<file path="src/rtl/stone_plotter.sv">
// Stone-drawing sequencer: turns a 7x7 board-cell draw request into a 15x15 disc,
// one pixel per clock on the VGA adapter's x/y/colour/plot port.
module stone_plotter #(
    parameter int unsigned ORIGIN_X = 24,
    parameter int unsigned ORIGIN_Y = 4,
    parameter int unsigned PITCH    = 16
) (
    input  logic       clk,
    input  logic       resetn,
    input  logic       req,
    input  logic [2:0] req_x,
    input  logic [2:0] req_y,
    input  logic [2:0] req_colour,
    output logic       busy,
    output logic       done,
    output logic       err,
    output logic [7:0] vga_x,
    output logic [6:0] vga_y,
    output logic [2:0] vga_colour,
    output logic       plot
);

    localparam int unsigned XW   = 8;
    localparam int unsigned YW   = 7;
    localparam int unsigned CW   = 3;
    localparam int unsigned PW   = 4;
    localparam int unsigned LAST = 14;

    typedef enum logic [1:0] {IDLE, DRAW, DONE} state_t;

    state_t          state_q, state_d;
    logic [XW-1:0]   base_x_q, base_x_d;
    logic [YW-1:0]   base_y_q, base_y_d;
    logic [CW-1:0]   col_q, col_d;
    logic [PW-1:0]   cx_q, cx_d, cy_q, cy_d;
    logic            err_pend_q, err_pend_d;
    logic            busy_d, done_d, err_d, plot_d;
    logic [XW-1:0]   vga_x_d;
    logic [YW-1:0]   vga_y_d;
    logic [CW-1:0]   vga_colour_d;
    logic [PW-1:0]   lo;
    logic [PW-1:0]   hi;

    // Leftmost lit column of each disc row; the disc is mirror-symmetric.
    function automatic logic [PW-1:0] row_lo(input logic [PW-1:0] r);
        case (r)
            4'd0, 4'd14:               row_lo = 4'd5;
            4'd1, 4'd13:               row_lo = 4'd3;
            4'd2, 4'd12:               row_lo = 4'd2;
            4'd3, 4'd4, 4'd10, 4'd11:  row_lo = 4'd1;
            default:                   row_lo = 4'd0;
        endcase
    endfunction

    assign lo = row_lo(cy_q);
    assign hi = PW'(LAST) - lo;

    always_ff @(posedge clk or negedge resetn) begin
        if (!resetn) begin
            state_q    <= IDLE;
            base_x_q   <= '0;
            base_y_q   <= '0;
            col_q      <= '0;
            cx_q       <= '0;
            cy_q       <= '0;
            err_pend_q <= 1'b0;
            busy       <= 1'b0;
            done       <= 1'b0;
            err        <= 1'b0;
            plot       <= 1'b0;
            vga_x      <= '0;
            vga_y      <= '0;
            vga_colour <= '0;
        end else begin
            state_q    <= state_d;
            base_x_q   <= base_x_d;
            base_y_q   <= base_y_d;
            col_q      <= col_d;
            cx_q       <= cx_d;
            cy_q       <= cy_d;
            err_pend_q <= err_pend_d;
            busy       <= busy_d;
            done       <= done_d;
            err        <= err_d;
            plot       <= plot_d;
            vga_x      <= vga_x_d;
            vga_y      <= vga_y_d;
            vga_colour <= vga_colour_d;
        end
    end

    always_comb begin
        state_d      = state_q;
        base_x_d     = base_x_q;
        base_y_d     = base_y_q;
        col_d        = col_q;
        cx_d         = cx_q;
        cy_d         = cy_q;
        err_pend_d   = 1'b0;
        busy_d       = (state_q != IDLE);
        done_d       = 1'b0;
        err_d        = err_pend_q;
        plot_d       = 1'b0;
        vga_x_d      = vga_x;
        vga_y_d      = vga_y;
        vga_colour_d = vga_colour;

        case (state_q)
            IDLE: begin
                if (req) begin
                    if (req_x <= 3'd6 && req_y <= 3'd6) begin
                        base_x_d = XW'(ORIGIN_X + PITCH * 32'(req_x));
                        base_y_d = YW'(ORIGIN_Y + PITCH * 32'(req_y));
                        col_d    = req_colour;
                        cx_d     = '0;
                        cy_d     = '0;
                        state_d  = DRAW;
                    end else begin
                        // Rejection is reported with the same latency as the first pixel.
                        err_pend_d = 1'b1;
                    end
                end
            end
            DRAW: begin
                vga_x_d      = base_x_q + XW'(cx_q);
                vga_y_d      = base_y_q + YW'(cy_q);
                vga_colour_d = col_q;
                plot_d       = (cx_q >= lo) && (cx_q <= hi);
                if (cx_q == PW'(LAST)) begin
                    cx_d = '0;
                    if (cy_q == PW'(LAST)) begin
                        state_d = DONE;
                    end else begin
                        cy_d = cy_q + PW'(1);
                    end
                end else begin
                    cx_d = cx_q + PW'(1);
                end
            end
            DONE: begin
                done_d  = 1'b1;
                state_d = IDLE;
            end
            default: state_d = IDLE;
        endcase
    end

endmodule

</file>
<file path="config.mk">
export PLATFORM = sky130hd
export DESIGN_NAME = stone_plotter
export DESIGN_NICKNAME = d
export VERILOG_FILES = /design/src/rtl/stone_plotter.sv
export SDC_FILE = /design/constraint.sdc
export NUM_CORES = 1
export LEC_CHECK = 0
export BUFFER_PORTS_ARGS = -buffer_cell sky130_fd_sc_hd__clkbuf_2
export CAP_MARGIN = 5
export CORE_UTILIZATION = 45
export CTS_BUF_LIST = sky130_fd_sc_hd__clkbuf_16
export DETAILED_ROUTE_END_ITERATION = 10
export GPL_ROUTABILITY_DRIVEN = 0
export GPL_TIMING_DRIVEN = 0
export PLACE_DENSITY = 0.77
export SLEW_MARGIN = 20
export SYNTH_ARGS = -nofsm -noshare
export SYNTH_HDL_FRONTEND = slang
export SYNTH_SLANG_ARGS = --single-unit
export TNS_END_PERCENT = 1
</file>
<file path="constraint.sdc">
create_clock -name clk -period 7.4 [get_ports clk]
set_input_delay 0.37 -clock clk [delete_from_list [all_inputs] [get_ports clk]]
set_output_delay 0.37 -clock clk [all_outputs]
set_load 0.05 [all_outputs]
</file>
Word-level counts from Yosys, hierarchy flattened
Memories as Yosys holds them, arrays and structs flattened.
Index checks and enable logic that the tools add are counted.
- add/subtract/negate cells: 7
- magnitude comparators: 4
- equality and inequality tests: 9
- muxes and demuxes: 17
- reduce and logical (&&, ||, !) cells: 9
- operators by type and width (kind ; count):
    4-bit two-way mux ; 5
    4-bit one-hot mux with 2 select lines ; 2
    2-bit != test (second input constant) ; 5
    4-bit by 1-bit adder with 4-bit output (second input constant) ; 2
    5-bit by 7-bit adder with 8-bit output (first input constant) ; 1
    8-bit by 4-bit adder with 8-bit output ; 1
    4-bit == test (second input constant) ; 2
    2-bit two-way mux ; 4
    3-bit by 7-bit adder with 7-bit output (first input constant) ; 1
    7-bit by 4-bit adder with 7-bit output ; 1
    3-bit less-or-equal comparator (second input constant) ; 2
    3-bit AND reduction ; 2
    1-bit two-way mux ; 5
    5-bit AND reduction ; 1
    4-bit >= comparator ; 1
    4-bit less-or-equal comparator ; 1
    2-bit one-hot mux with 2 select lines ; 1
    4-bit AND reduction ; 1
    2-bit nonzero test ; 2
    4-bit subtractor (first input constant) ; 1
    2-bit by 1-bit == test with 1-bit output (second input constant) ; 1
    2-bit == test (second input constant) ; 1
    1-bit logical AND ; 2
    2-bit zero test ; 1
- register bits after elaboration: 51
- bits in read-only memories: 48
- bits of input ports: 12
- memories kept: 1
- memories (memory ; depth ; width ; rd ports ; clocked after Yosys merged registers in ; write ports ; RTL line ; RTL):
    (name not given) ; 16 ; 3 ; 1 ; 0 ; 0 ; 46 ; case (r)

Depth between registers and ports, before layout
Gate-level depths: netlist of run 1.
- depth after elaboration: 5
- gate-level depth with buffers: 13
- gate-level depth less buffers: 13

Least setup slack after synthesis of run 1
OpenSTA, ideal clock, no wires.
- path kind: register to register
- start point: reg cy_q[0]
- end point: reg plot
- setup time: 0.087 ns
- data arrival time: 2.382 ns
- setup slack: 4.931 ns
- cell stages (with the launch flop): 12
- buffers on the path: 0
- period minus slack after synthesis: 2.469 ns
- cells stage by stage: dfrtp_1 > inv_1 > ha_1 > or3b_1 > and2_2 > inv_1 > ha_1 > ha_1 > nor2b_1 > o21ai_0 > a21oi_1 > a211oi_2
- cells in the longest elaborated chain, start to end: 5
- elaborated cells on any way between the ends: 6
- those cells by class: add/sub (1); order compare (2); mux (1); reduce/logical (1); memory (1)
- ends and longest elaborated chain (what ; RTL line ; RTL):
    start, declared ; 35 ; logic [PW-1:0] cx_q, cx_d, cy_q, cy_d;
    start signal, assigned ; 80 ; cy_q <= cy_d;
    memory read 16 x 3 bit * ; - ;
    4-bit subtractor ; 56 ; assign hi = PW'(LAST) - lo;
    4-bit less-or-equal comparator ; 128 ; plot_d = (cx_q >= lo) && (cx_q <= hi);
    1-bit logical AND * ; 128 ;
    1-bit two-way mux * ; 108 ; case (state_q)
    named net plot_d ; 37 ; logic busy_d, done_d, err_d, plot_d;
    end signal, assigned ; 85 ; plot <= plot_d;
    end, declared ; 20 ; output logic plot
The timed path passes the listed nets; every way through them passes the cells marked *.
A chain may end at the register's enable or synchronous reset.

Final worst setup path of run 1
- start point: reg cy_q[1]
- end point: reg plot
The elaborated chain is that of the path after synthesis.

==> impl_results.md, run 1 <==
- Synth Warn #: 0
- Worst-Skew Late Latency: 0.28 ns
- Synthesized flop and latch total: 44
- Clock slew at reported path FFs: 0.06 ns
- Worst-margin pin slew: 0.949 ns
- Setup crit start kind: register
- CTS root buffer: clkbuf_16
- Class of the worst hold path: primary input to asynchronous set/reset pin
- Peak supply drop: 0.000146 V
- Gr usage total: 19.5%
- Core area: 4500 µm²
- Yosys cell types: 36
- # nets final: 284
- Status: finished, final reports clean
- FF-to-FF path depth: 11
- Initial DRC Count: 70
- Cells after DPL: 301
- DR vias: 1662
- # fillers: 382
- Mapped cell area: 2180 µm²
- Synth top area share: 50.5%
- Final hold vios: 0
- Min Tclk post-route: 2.73 ns
- Post-route DRC: 0
- Slew Viols, Final: 0
- Worst-path fanout max: 7
- Fin Setup TNS: 0 ns
- Full die area: 5130 µm²
- Register area share after synthesis: 50.5%
- Finish-stage setup viols: 0
- Die width: 71.6 µm
- First-pass DRT Iterations: 4
- ANT cells: 0
- Hold-fix buffers, CTS: 0
- Post-synth EDFFs: 0
- Fmax: 0.366 GHz
- Post-route clock period utilization: 36.9%
- First-pass GRT wire length: 7710 µm
- P_leak: 1.29 nW
- Vias in the first global route: 1641
- CTS tree: built
- Largest area contributor in the netlist: dfrtp_1
- Placed Area: 2410 µm²
- MaxCap Viol Count: 0
- Max Buffers Root-to-Sink: 2
- Post-CTS setup buffers: 0
- Critical setup path kind: register to register
- Pwr Density: 179 nW/µm²
- RSZ-0062 raised after global routing: false
- Most frequent cells after synthesis: 45 x nand2_1, 44 x dfrtp_1, 23 x o21ai_0
- Die span in y: 71.6 µm
- Layout Skew: 0.00287 ns
- WP data arrival: 2.93 ns
- Dpl hpwl: 2990 µm
- IO Pins: 34
- Share of synthesized flip-flops with an asynchronous set or reset: 100%
- CTS Sinks: 44
- Initial antenna violation count: 0
- Top_reg_cell synth: dfrtp_1
- H-tree depth: 2
- Post-Route WL: 4260 µm
- Critical Path RT: 7.60 ns
- Syn Area/Cell: 10.1 µm²
- Starting Density: 48.4%
- Most numerous cell in the Yosys netlist: nand2_1
- Wire per inst: 13.8 µm
- Syn Nets: 244
- Mapped Cells: 216
- Row cnt: 24
- CTS buffer count: 5
- Overflow after GRT: 0
- Ranking of synthesized cells by area: dfrtp_1 51%, ha_1 9.2%, nand2_1 7.7%, o21ai_0 5.3%, mux2_2 3.1%
- Vias per cell: 5.38
- Relative slew slack: 36.7%
- Layout cell share with drive strength beyond 1: 21.4%
- Largest net degree at the start of global routing: 45
- Fin area: 2550 µm²
- P&R area growth vs syn: 16.8%
- # resized after CTS: 0
- Detail Route Antenna Nets: 0
- Cell Count, Final, Fillers Out: 309
- Critical Path Sink Type: register
- I/O Buffers: 33
-- per-stage QoR --
stage	hold WS, ns	utilization (%)	setup slack, ns	total power, W
detailed placement	0.336	53.5	4.72	0.000256
global placement	0.334	53.5	4.72	0.000256
CTS	0.313	56.5	4.68	0.000460
floorplan	0.0744	-	4.93	0.000247
finish	0.236	56.5	4.67	0.000457
global route	0.319	56.5	4.47	0.000472
-- report_power, final --
| part | leakage (nW) | internal (W) | total, W | switching [W] |
|---|---|---|---|---|
| sequential | 0.565 | 0.000241 | 0.000241 | 0 |
| combinational | 0.655 | 0.00000309 | 0.0000102 | 0.00000710 |
| clock | 0.0738 | 0.000121 | 0.000206 | 0.0000844 |
| total | 1.29 | 0.000365 | 0.000457 | 0.0000915 |
-- layer usage --
layer | part of all wire [%] | global-route usage, % | routed length, µm | up-vias
li1 | - | - | - | 827
met1 | 49 | 26.5 | 2070 | 779
met2 | 45 | 30.6 | 1930 | 52
met3 | 4.8 | 4.64 | 204 | 4
met4 | 1.1 | 7.63 | 47 | 0
met5 | 0 | 0 | 0 | -
-- logic make-up (layout without fill, tap and decap cells) --
logic type	Yosys count	in the layout	share of synthesized area, %
buf+inv	17	58	3.56
xor+xnor	10	10	4.02
fa+ha+maj	16	16	9.18
flops	44	44	50.5
mux	6	6	3.10
simple gates	84	84	18.9
compound gates	39	39	10.7
-- registers in the layout, summed over array words and instances, names as in the netlist, 2 cells and up --
signal      count
vga_colour      3
cy_q            4
vga_x           8
base_x_q        5
base_y_q        3
cx_q            4
state_q         2
vga_y           7
col_q           3
-- area by class of cell --
| class | instances | area [µm²] | area share, % |
|---|---|---|---|
| flip-flops and latches | 44 | 1100 | 43.2 |
| multi-input cells | 155 | 1000 | 39.3 |
| clock inverters | 3 | 11.3 | 0.442 |
| clock buffers | 5 | 125 | 4.91 |
| well taps | 52 | 65.1 | 2.56 |
| inverters | 8 | 30.0 | 1.18 |
| plain buffers | 9 | 47.5 | 1.87 |
| repair buffers | 33 | 165 | 6.49 |
-- final timing paths --
kind	to	startpoint	slack (ns)
worst max register to register	plot	cy_q[1]	4.67
max in group asynchronous	vga_y[5]	resetn	6.58
worst min-delay path	col_q[2]	resetn	0.24
min in group clk	col_q[2]	req_colour[2]	0.32
worst min register to register	err	err_d	0.35
worst max-delay path	plot	cy_q[1]	4.67
-- critical path: stages, from the launching register on --
cell,delay (ns)
dfrtp_1,0.47
inv_1,0.12
ha_1,0.32
or3b_1,0.37
and2_2,0.23
inv_1,0.06
ha_1,0.23
ha_1,0.29
nor2b_1,0.13
o21ai_0,0.13
a21oi_1,0.11
a211oi_2,0.19
-- layout by cell type (no fill, tap or decap), drive strengths merged --
| cell type | netlist | routed |
|---|---|---|
| a211oi | 2 | 2 |
| nor4 | 2 | 2 |
| or3b | 1 | 1 |
| a311o | 1 | 1 |
| ha | 16 | 16 |
| mux2 | 6 | 6 |
| a21o | 1 | 1 |
| nor2 | 4 | 4 |
| xor2 | 5 | 5 |
| nand3b | 2 | 2 |
| o221ai | 1 | 1 |
| nand4 | 3 | 3 |
| o31ai | 3 | 3 |
| xnor2 | 5 | 5 |
| nand2b | 2 | 2 |
| nand3 | 10 | 10 |
| o21ai | 23 | 23 |
| buf | 6 | 7 |
| nand4b | 1 | 1 |
| nand2 | 45 | 45 |
| clkinv | 0 | 1 |
| a21oi | 5 | 5 |
| and2 | 4 | 4 |
| nor2b | 3 | 3 |
| and3 | 2 | 2 |
| nor3b | 1 | 1 |
| nor3 | 3 | 3 |
| inv | 8 | 10 |
| dfrtp | 44 | 44 |
| and4 | 1 | 1 |
| clkbuf | 3 | 40 |
| a31oi | 3 | 3 |
No activity file was read; power rests on OpenSTA's default activity.
==> run 2: changes to the inputs <==
--- a/config.mk
+++ b/config.mk
@@ -5,6 +5,7 @@
 export SDC_FILE = /design/constraint.sdc
 export NUM_CORES = 1
 export LEC_CHECK = 0
+export ABC_AREA = 1
 export BUFFER_PORTS_ARGS = -buffer_cell sky130_fd_sc_hd__clkbuf_2
 export CAP_MARGIN = 5
 export CORE_UTILIZATION = 45
@@ -12,7 +13,7 @@
 export DETAILED_ROUTE_END_ITERATION = 10
 export GPL_ROUTABILITY_DRIVEN = 0
 export GPL_TIMING_DRIVEN = 0
-export PLACE_DENSITY = 0.77
+export PLACE_DENSITY = 0.76
 export SLEW_MARGIN = 20
 export SYNTH_ARGS = -nofsm -noshare
 export SYNTH_HDL_FRONTEND = slang
==> constraint.sdc (replaced) <==
create_clock -name clk -period 2.65 [get_ports clk]
set_input_delay 0.1325 -clock clk [delete_from_list [all_inputs] [get_ports clk]]
set_output_delay 0.1325 -clock clk [all_outputs]
set_load 0.05 [all_outputs]
==> impl_results.md, run 2 <==
- Status: finished, violations left
- Failing checks: negative hold slack
- Fmax: 0.420 GHz (+15%)
- Max Buffers Root-to-Sink: 2 (unchanged)
- Fin Setup TNS: 0 ns (unchanged)
- CTS tree: built
- Share of synthesized flip-flops with an asynchronous set or reset: 100% (unchanged)
- Gr usage total: 17.9% (-1.6 points)
- Detail Route Antenna Nets: 0 (unchanged)
- Layout cell share with drive strength beyond 1: 24.4% (+3.0 points)
- Largest net degree at the start of global routing: 45 (unchanged)
- MaxCap Viol Count: 0 (unchanged)
- Full die area: 5540 µm² (+8.0%)
- Ranking of synthesized cells by area: dfrtp_1 47%, nand2_1 14%, ha_1 8.5%, o21ai_2 4.1%, nand3_1 4.0%
- Slew Viols, Final: 0 (unchanged)
- Layout Skew: 0.00200 ns (-0.000871 ns)
- CTS buffer count: 5 (unchanged)
- Most numerous cell in the Yosys netlist: nand2_1
- I/O Buffers: 33 (unchanged)
- Die width: 74.4 µm (+3.9%)
- Most frequent cells in the layout: 89 x nand2_1, 44 x dfrtp_1, 32 x clkbuf_2
- CTS Sinks: 44 (unchanged)
- Worst-path fanout max: 8 (+1)
- Cells after DPL: 369 (+23%)
- Overflow after GRT: 0 (unchanged)
- Clock slew at reported path FFs: 0.05 ns (about the same)
- Most common cell after layout, fill and taps aside: nand2_1
- Min Tclk post-route: 2.38 ns (-0.347 ns)
- Post-synth EDFFs: 0 (unchanged)
- Largest registers: vga_x (8), vga_y (7), base_x_q (5)
- Dpl hpwl: 3180 µm (+6.3%)
- Wire per inst: 11.4 µm (-17%)
- Hold-fix buffers, CTS: 0 (unchanged)
- Register area share after synthesis: 46.7% (-3.9 points)
- Initial DRC Count: 70 (unchanged)
- RSZ-0062 raised after global routing: false
- Post-route DRC: 0 (unchanged)
- Worst-margin pin slew: 0.939 ns (-0.0100 ns)
- Class of the worst hold path: primary input to asynchronous set/reset pin
- Relative slew slack: 37.4% (+0.67 points)
- Starting Density: 48.4% (about the same)
- Finish-stage setup viols: 0 (unchanged)
- Row cnt: 25 (+4.2%)
- First-pass DRT Iterations: 4 (unchanged)
- Yosys cell types: 28 (-22%)
- Peak supply drop: 0.000274 V (+87%)
- Critical Path Sink Type: register
- Setup crit start kind: register
- Syn Area/Cell: 8.77 µm² (-13%)
- Mapped Cells: 269 (+25%)
- Crit path top cell by count: nand2_1
- Vias per cell: 4.82 (-10%)
- Final hold vios: 8 (+8)
- Worst-Skew Late Latency: 0.28 ns (about the same)
- IO Pins: 34 (unchanged)
- # nets final: 337 (+19%)
- Synth top area share: 46.7% (-3.9 points)
- ANT cells: 0 (unchanged)
- Initial antenna violation count: 0 (unchanged)
- P_leak: 1.47 nW (+14%)
- FF-to-FF path depth: 16 (+5)
- Syn Nets: 297 (+22%)
- Post-route clock period utilization: 89.9% (+53 points)
- WP data arrival: 2.60 ns (-0.33 ns)
- Critical setup path kind: register to register
- Fin area: 2730 µm² (+7.4%)
- Critical Path RT: 2.86 ns (-4.74 ns)
- Most frequent cells after synthesis: 89 x nand2_1, 44 x dfrtp_1, 24 x inv_1
- First-pass GRT wire length: 7330 µm (-5.0%)
- Cell Count, Final, Fillers Out: 374 (+21%)
- Die span in y: 74.4 µm (+3.9%)
- Pwr Density: 460 nW/µm² (+160%)
- Top_reg_cell synth: dfrtp_1
- Placed Area: 2610 µm² (+8.3%)
- Post-Route WL: 4270 µm (+0.26%)
- CP max stage delay: 0.46 ns (about the same)
- # resized after CTS: 0 (unchanged)
- Post-CTS setup buffers: 0 (unchanged)
- Synthesized flop and latch total: 44 (unchanged)
- Worst-path cell chain: inv_1 > ha_1 > a21oi_1 > o21ai_0 > nand2_1 > inv_1 > ha_1 > xor2_1 > ha_1 > nand2_1 > inv_1 > nand2_1 > nand2_1 > nand2_1 > nand2_1 > a21oi_2
- Vias in the first global route: 1633 (-0.49%)
- Core area: 4880 µm² (+8.3%)
- P&R area growth vs syn: 15.9%
- Synth Warn #: 0 (unchanged)
- Reg with most FFs: vga_x
- DR vias: 1801 (+8.4%)
- Hold Worst Slack: -0.00230 ns (-0.238 ns)
- H-tree depth: 2 (unchanged)
- Number of flip-flops in the largest register: 8 (unchanged)
- Largest area contributor in the netlist: dfrtp_1
- Final Util: 56.0% (-0.50 points)
- Slowest-stage cell, CP: dfrtp_1
- Mapped cell area: 2360 µm² (+8.3%)
- CTS root buffer: clkbuf_16
==> run 2: area by class of cell <==
class / instances / area (µm²)
fillers: 438 / 2150
clock buffers: 5 / 125
repair buffers: 33 / 165
flip-flops and latches: 44 / 1100
well taps: 67 / 83.8
inverters: 29 / 111
plain buffers: 8 / 60.1
multi-input cells: 188 / 1090
==> run 2: metrics by stage <==
stage,power (W),hold slack (ns),setup WS (ns)
6_report,0.00126,-0.00230,0.267
3_5_place_dp,0.000721,0.342,0.307
2_1_floorplan,0.000696,-0.163,0.471
4_1_cts,0.00128,0.0674,0.284
5_1_grt,0.00131,0.0774,0.0658
3_3_place_gp,0.000721,0.335,0.328
==> run 2: critical path, delay by kind of cell (launching register included) <==
kind | cells | cell delay [ns]
buf+inv | 3 | 0.21
compound gates | 3 | 0.30
xor+xnor | 1 | 0.16
simple gates | 6 | 0.36
flops | 1 | 0.46
fa+ha+maj | 3 | 0.82
==> run 2: path summary, 6_finish.rpt <==
kind,from,end,slack [ns]
min reg2reg,err_d,err,0.36
max reg2reg,cy_q[0],plot,0.27
max,cy_q[0],plot,0.27
max in group asynchronous,resetn,plot,2.08
min in group clk,req_colour[1],col_q[1],0.07
min,resetn,vga_x[7],-0.002
==> run 2: routing by layer <==
| layer | track usage, % | part of all wire [%] |
|---|---|---|
| met5 | 0 | 0 |
| met4 | 9.43 | 2.2 |
| met3 | 3.25 | 3.2 |
| met2 | 29.2 | 46 |
| met1 | 22.7 | 48 |
==> run 2: kinds of logic (layout without fill, tap and decap cells) <==
| kind of cell | Yosys count | after routing | share of synthesized area (%) |
|---|---|---|---|
| AO/OA/AOI/OAI | 30 | 30 | 8.27 |
| flip-flops | 44 | 44 | 46.7 |
| XOR/XNOR | 8 | 8 | 2.97 |
| buffers and inverters | 37 | 75 | 7.26 |
| adder cells (fa/ha/maj) | 16 | 16 | 8.48 |
| AND/OR/NAND/NOR | 134 | 134 | 26.4 |
==> run 2: report_power, final <==
| part | leakage, nW | switching, W | internal [W] |
|---|---|---|---|
| combinational | 0.859 | 0.0000250 | 0.0000104 |
| sequential | 0.549 | 0 | 0.000672 |
| clock | 0.0616 | 0.000218 | 0.000332 |
==> run 3: changes to the inputs <==
--- a/config.mk
+++ b/config.mk
@@ -5,7 +5,7 @@
 export SDC_FILE = /design/constraint.sdc
 export NUM_CORES = 1
 export LEC_CHECK = 0
-export ABC_AREA = 1
+export ABC_AREA = 0
 export BUFFER_PORTS_ARGS = -buffer_cell sky130_fd_sc_hd__clkbuf_2
 export CAP_MARGIN = 5
 export CORE_UTILIZATION = 45
@@ -13,7 +13,7 @@
 export DETAILED_ROUTE_END_ITERATION = 10
 export GPL_ROUTABILITY_DRIVEN = 0
 export GPL_TIMING_DRIVEN = 0
-export PLACE_DENSITY = 0.76
+export PLACE_DENSITY = 0.77
 export SLEW_MARGIN = 20
 export SYNTH_ARGS = -nofsm -noshare
 export SYNTH_HDL_FRONTEND = slang
==> impl_results.md, run 3 (synthesis results as in run 1) <==
- Dpl hpwl: 2990 µm (-5.9%)
- Max Buffers Root-to-Sink: 2 (unchanged)
- Setup crit start: cy_q[0]
- Gr usage total: 19.5% (+1.6 points)
- Crit path top cell by count: ha_1
- Hold-fix buffers, CTS: 0 (unchanged)
- Failing checks: negative hold slack
- First-pass DRT Iterations: 5 (+1)
- FF-to-FF path depth: 11 (-5)
- Reg with most FFs: vga_x
- Critical Path RT: 2.85 ns (about the same)
- CTS root buffer: clkbuf_16
- Core area: 4500 µm² (-7.7%)
- Most common cell after layout, fill and taps aside: nand2_1
- CTS Sinks: 44 (unchanged)
- Critical Path Sink Type: register
- # nets final: 287 (-15%)
- P_leak: 1.31 nW (-11%)
- Cells after DPL: 301 (-18%)
- Full die area: 5130 µm² (-7.4%)
- Largest registers: vga_x (8), vga_y (7), base_x_q (5)
- Peak supply drop: 0.000409 V (+49%)
- Most frequent cells in the layout: 45 x nand2_1, 43 x dfrtp_1, 32 x clkbuf_2
- DR vias: 1678 (-6.8%)
- P&R area growth vs syn: 18.7%
- CP max stage delay: 0.37 ns (-0.09 ns)
- Fin area: 2590 µm² (-5.4%)
- Die span in y: 71.6 µm (-3.8%)
- Critical path buffers and inverters: 2 (-1)
- CTS buffer count: 5 (unchanged)
- ANT cells: 0 (unchanged)
- Vias in the first global route: 1645 (+0.73%)
- Slowest-stage cell, CP: dfrtp_1
- Wire per inst: 13.8 µm (+21%)
- Min Tclk post-route: 2.49 ns (+0.112 ns)
- Clock slew at reported path FFs: 0.06 ns (about the same)
- Placed Area: 2410 µm² (-7.6%)
- Initial antenna violation count: 0 (unchanged)
- Worst-margin pin slew: 0.945 ns (+0.00607 ns)
- Critical setup path kind: register to register
- Die width: 71.6 µm (-3.8%)
- Starting Density: 48.4% (about the same)
- Detail Route Antenna Nets: 0 (unchanged)
- H-tree depth: 2 (unchanged)
- IO Pins: 34 (unchanged)
- Largest net degree at the start of global routing: 45 (unchanged)
- Class of the worst hold path: primary input to asynchronous set/reset pin
- CTS tree: built
- Post-route clock period utilization: 94.1% (+4.2 points)
- Worst R2R End: plot
- Post-route DRC: 0 (unchanged)
- Status: finished, violations left
- Setup crit start kind: register
- Reg2Reg Setup Slack: 0.16 ns (-0.11 ns)
- Fin Setup TNS: 0 ns (unchanged)
- Crit path depth: 11 (-5)
- Hold Worst Slack: -0.00256 ns (-0.000267 ns)
- Fmax: 0.401 GHz (-4.5%)
- Layout Skew: 0.00253 ns (+0.000532 ns)
- MaxCap Viol Count: 0 (unchanged)
- Critical path's top delay family: adder cells
- Post-Route WL: 4300 µm (+0.70%)
- Pwr Density: 493 nW/µm² (+7.2%)
- Relative slew slack: 37.0% (-0.40 points)
- Layout cell share with drive strength beyond 1: 24.2% (-0.20 points)
- First-pass GRT wire length: 7720 µm (+5.4%)
- Initial DRC Count: 65 (-7.1%)
- Crit path capture: plot
- Worst-path cell chain: inv_2 > ha_4 > or3b_1 > and2_2 > inv_1 > ha_1 > ha_1 > nor2b_1 > o21ai_1 > a21oi_2 > a211oi_2
- Row cnt: 24 (-4.0%)
- Worst-Skew Late Latency: 0.28 ns (about the same)
- Cell Count, Final, Fillers Out: 312 (-17%)
- Final hold vios: 5 (-3)
- Slew Viols, Final: 0 (unchanged)
- Number of flip-flops in the largest register: 8 (unchanged)
- I/O Buffers: 33 (unchanged)
- WP data arrival: 2.69 ns (+0.09 ns)
- Vias per cell: 5.38 (+12%)
- Worst-path fanout max: 5 (-3)
- Overflow after GRT: 0 (unchanged)
- Reg2reg start: cy_q[0]
- # fillers: 387 (-12%)
- Finish-stage setup viols: 0 (unchanged)
==> run 3: through the flow <==
step	util [%]	power [W]	worst slack (ns)
global route	57.4	0.00132	-0.0111
finish	57.4	0.00128	0.155
CTS	56.7	0.00128	0.00364
detailed placement	53.5	0.000714	-0.0349
global placement	53.5	0.000714	-0.0267
floorplan	-	0.000689	0.181
==> run 3: worst reg2reg max path, cell delays in order, from the launching register on <==
cell,delay (ns)
dfrtp_1,0.37
inv_2,0.08
ha_4,0.27
or3b_1,0.36
and2_2,0.23
inv_1,0.06
ha_1,0.22
ha_1,0.28
nor2b_1,0.13
o21ai_1,0.15
a21oi_2,0.08
a211oi_2,0.19
==> run 3: worst min-delay path by stage <==
| stage | end | slack, ns | cells past startpoint |
|---|---|---|---|
| final | col_q[2] | -0.003 | 1 |
| after global routing | col_q[0] | 0.08 | 2 |
| after CTS | col_q[2] | 0.08 | 1 |
| after detailed placement | err | 0.34 | 0 |
| after global placement | err | 0.33 | 0 |
| after floorplan | base_x_q[3] | -0.16 | 0 |
==> run 3: power by group <==
part | switching, W | total [W] | internal (W) | leakage (nW)
sequential | 0 | 0.000672 | 0.000672 | 0.565
clock | 0.000236 | 0.000575 | 0.000339 | 0.0738
combinational | 0.0000197 | 0.0000284 | 0.00000862 | 0.667
total | 0.000256 | 0.00128 | 0.00102 | 1.31
==> run 3: metal layers <==
layer	vias to the layer above	global-route usage (%)	part of all wire, %
met2	60	30.7	45
met3	8	4.64	5.4
met1	778	26.4	48
met4	0	7.63	1.6
met5	-	0	0
li1	832	-	-
==> run 3: timing repair <==
action | 4_1_cts | 5_1_grt
gates resized for setup | 1 | 5
endpoints found under the setup margin | 1 | 1
setup buffers | 1 | 2
pin swaps | 0 | 1
cloned | 0 | 0
==> run 3: final cells by class <==
| type | count | area (µm²) | share of cell area, % |
|---|---|---|---|
| sequential | 44 | 1100 | 42.6 |
| multi-input combinational | 155 | 1020 | 39.3 |
| timing repair buffer | 36 | 188 | 7.26 |
| clock buffer | 5 | 125 | 4.84 |
| tap | 52 | 65.1 | 2.52 |
| buffer | 9 | 47.5 | 1.84 |
| inverter | 8 | 30.0 | 1.16 |
| clock inverter | 3 | 11.3 | 0.435 |
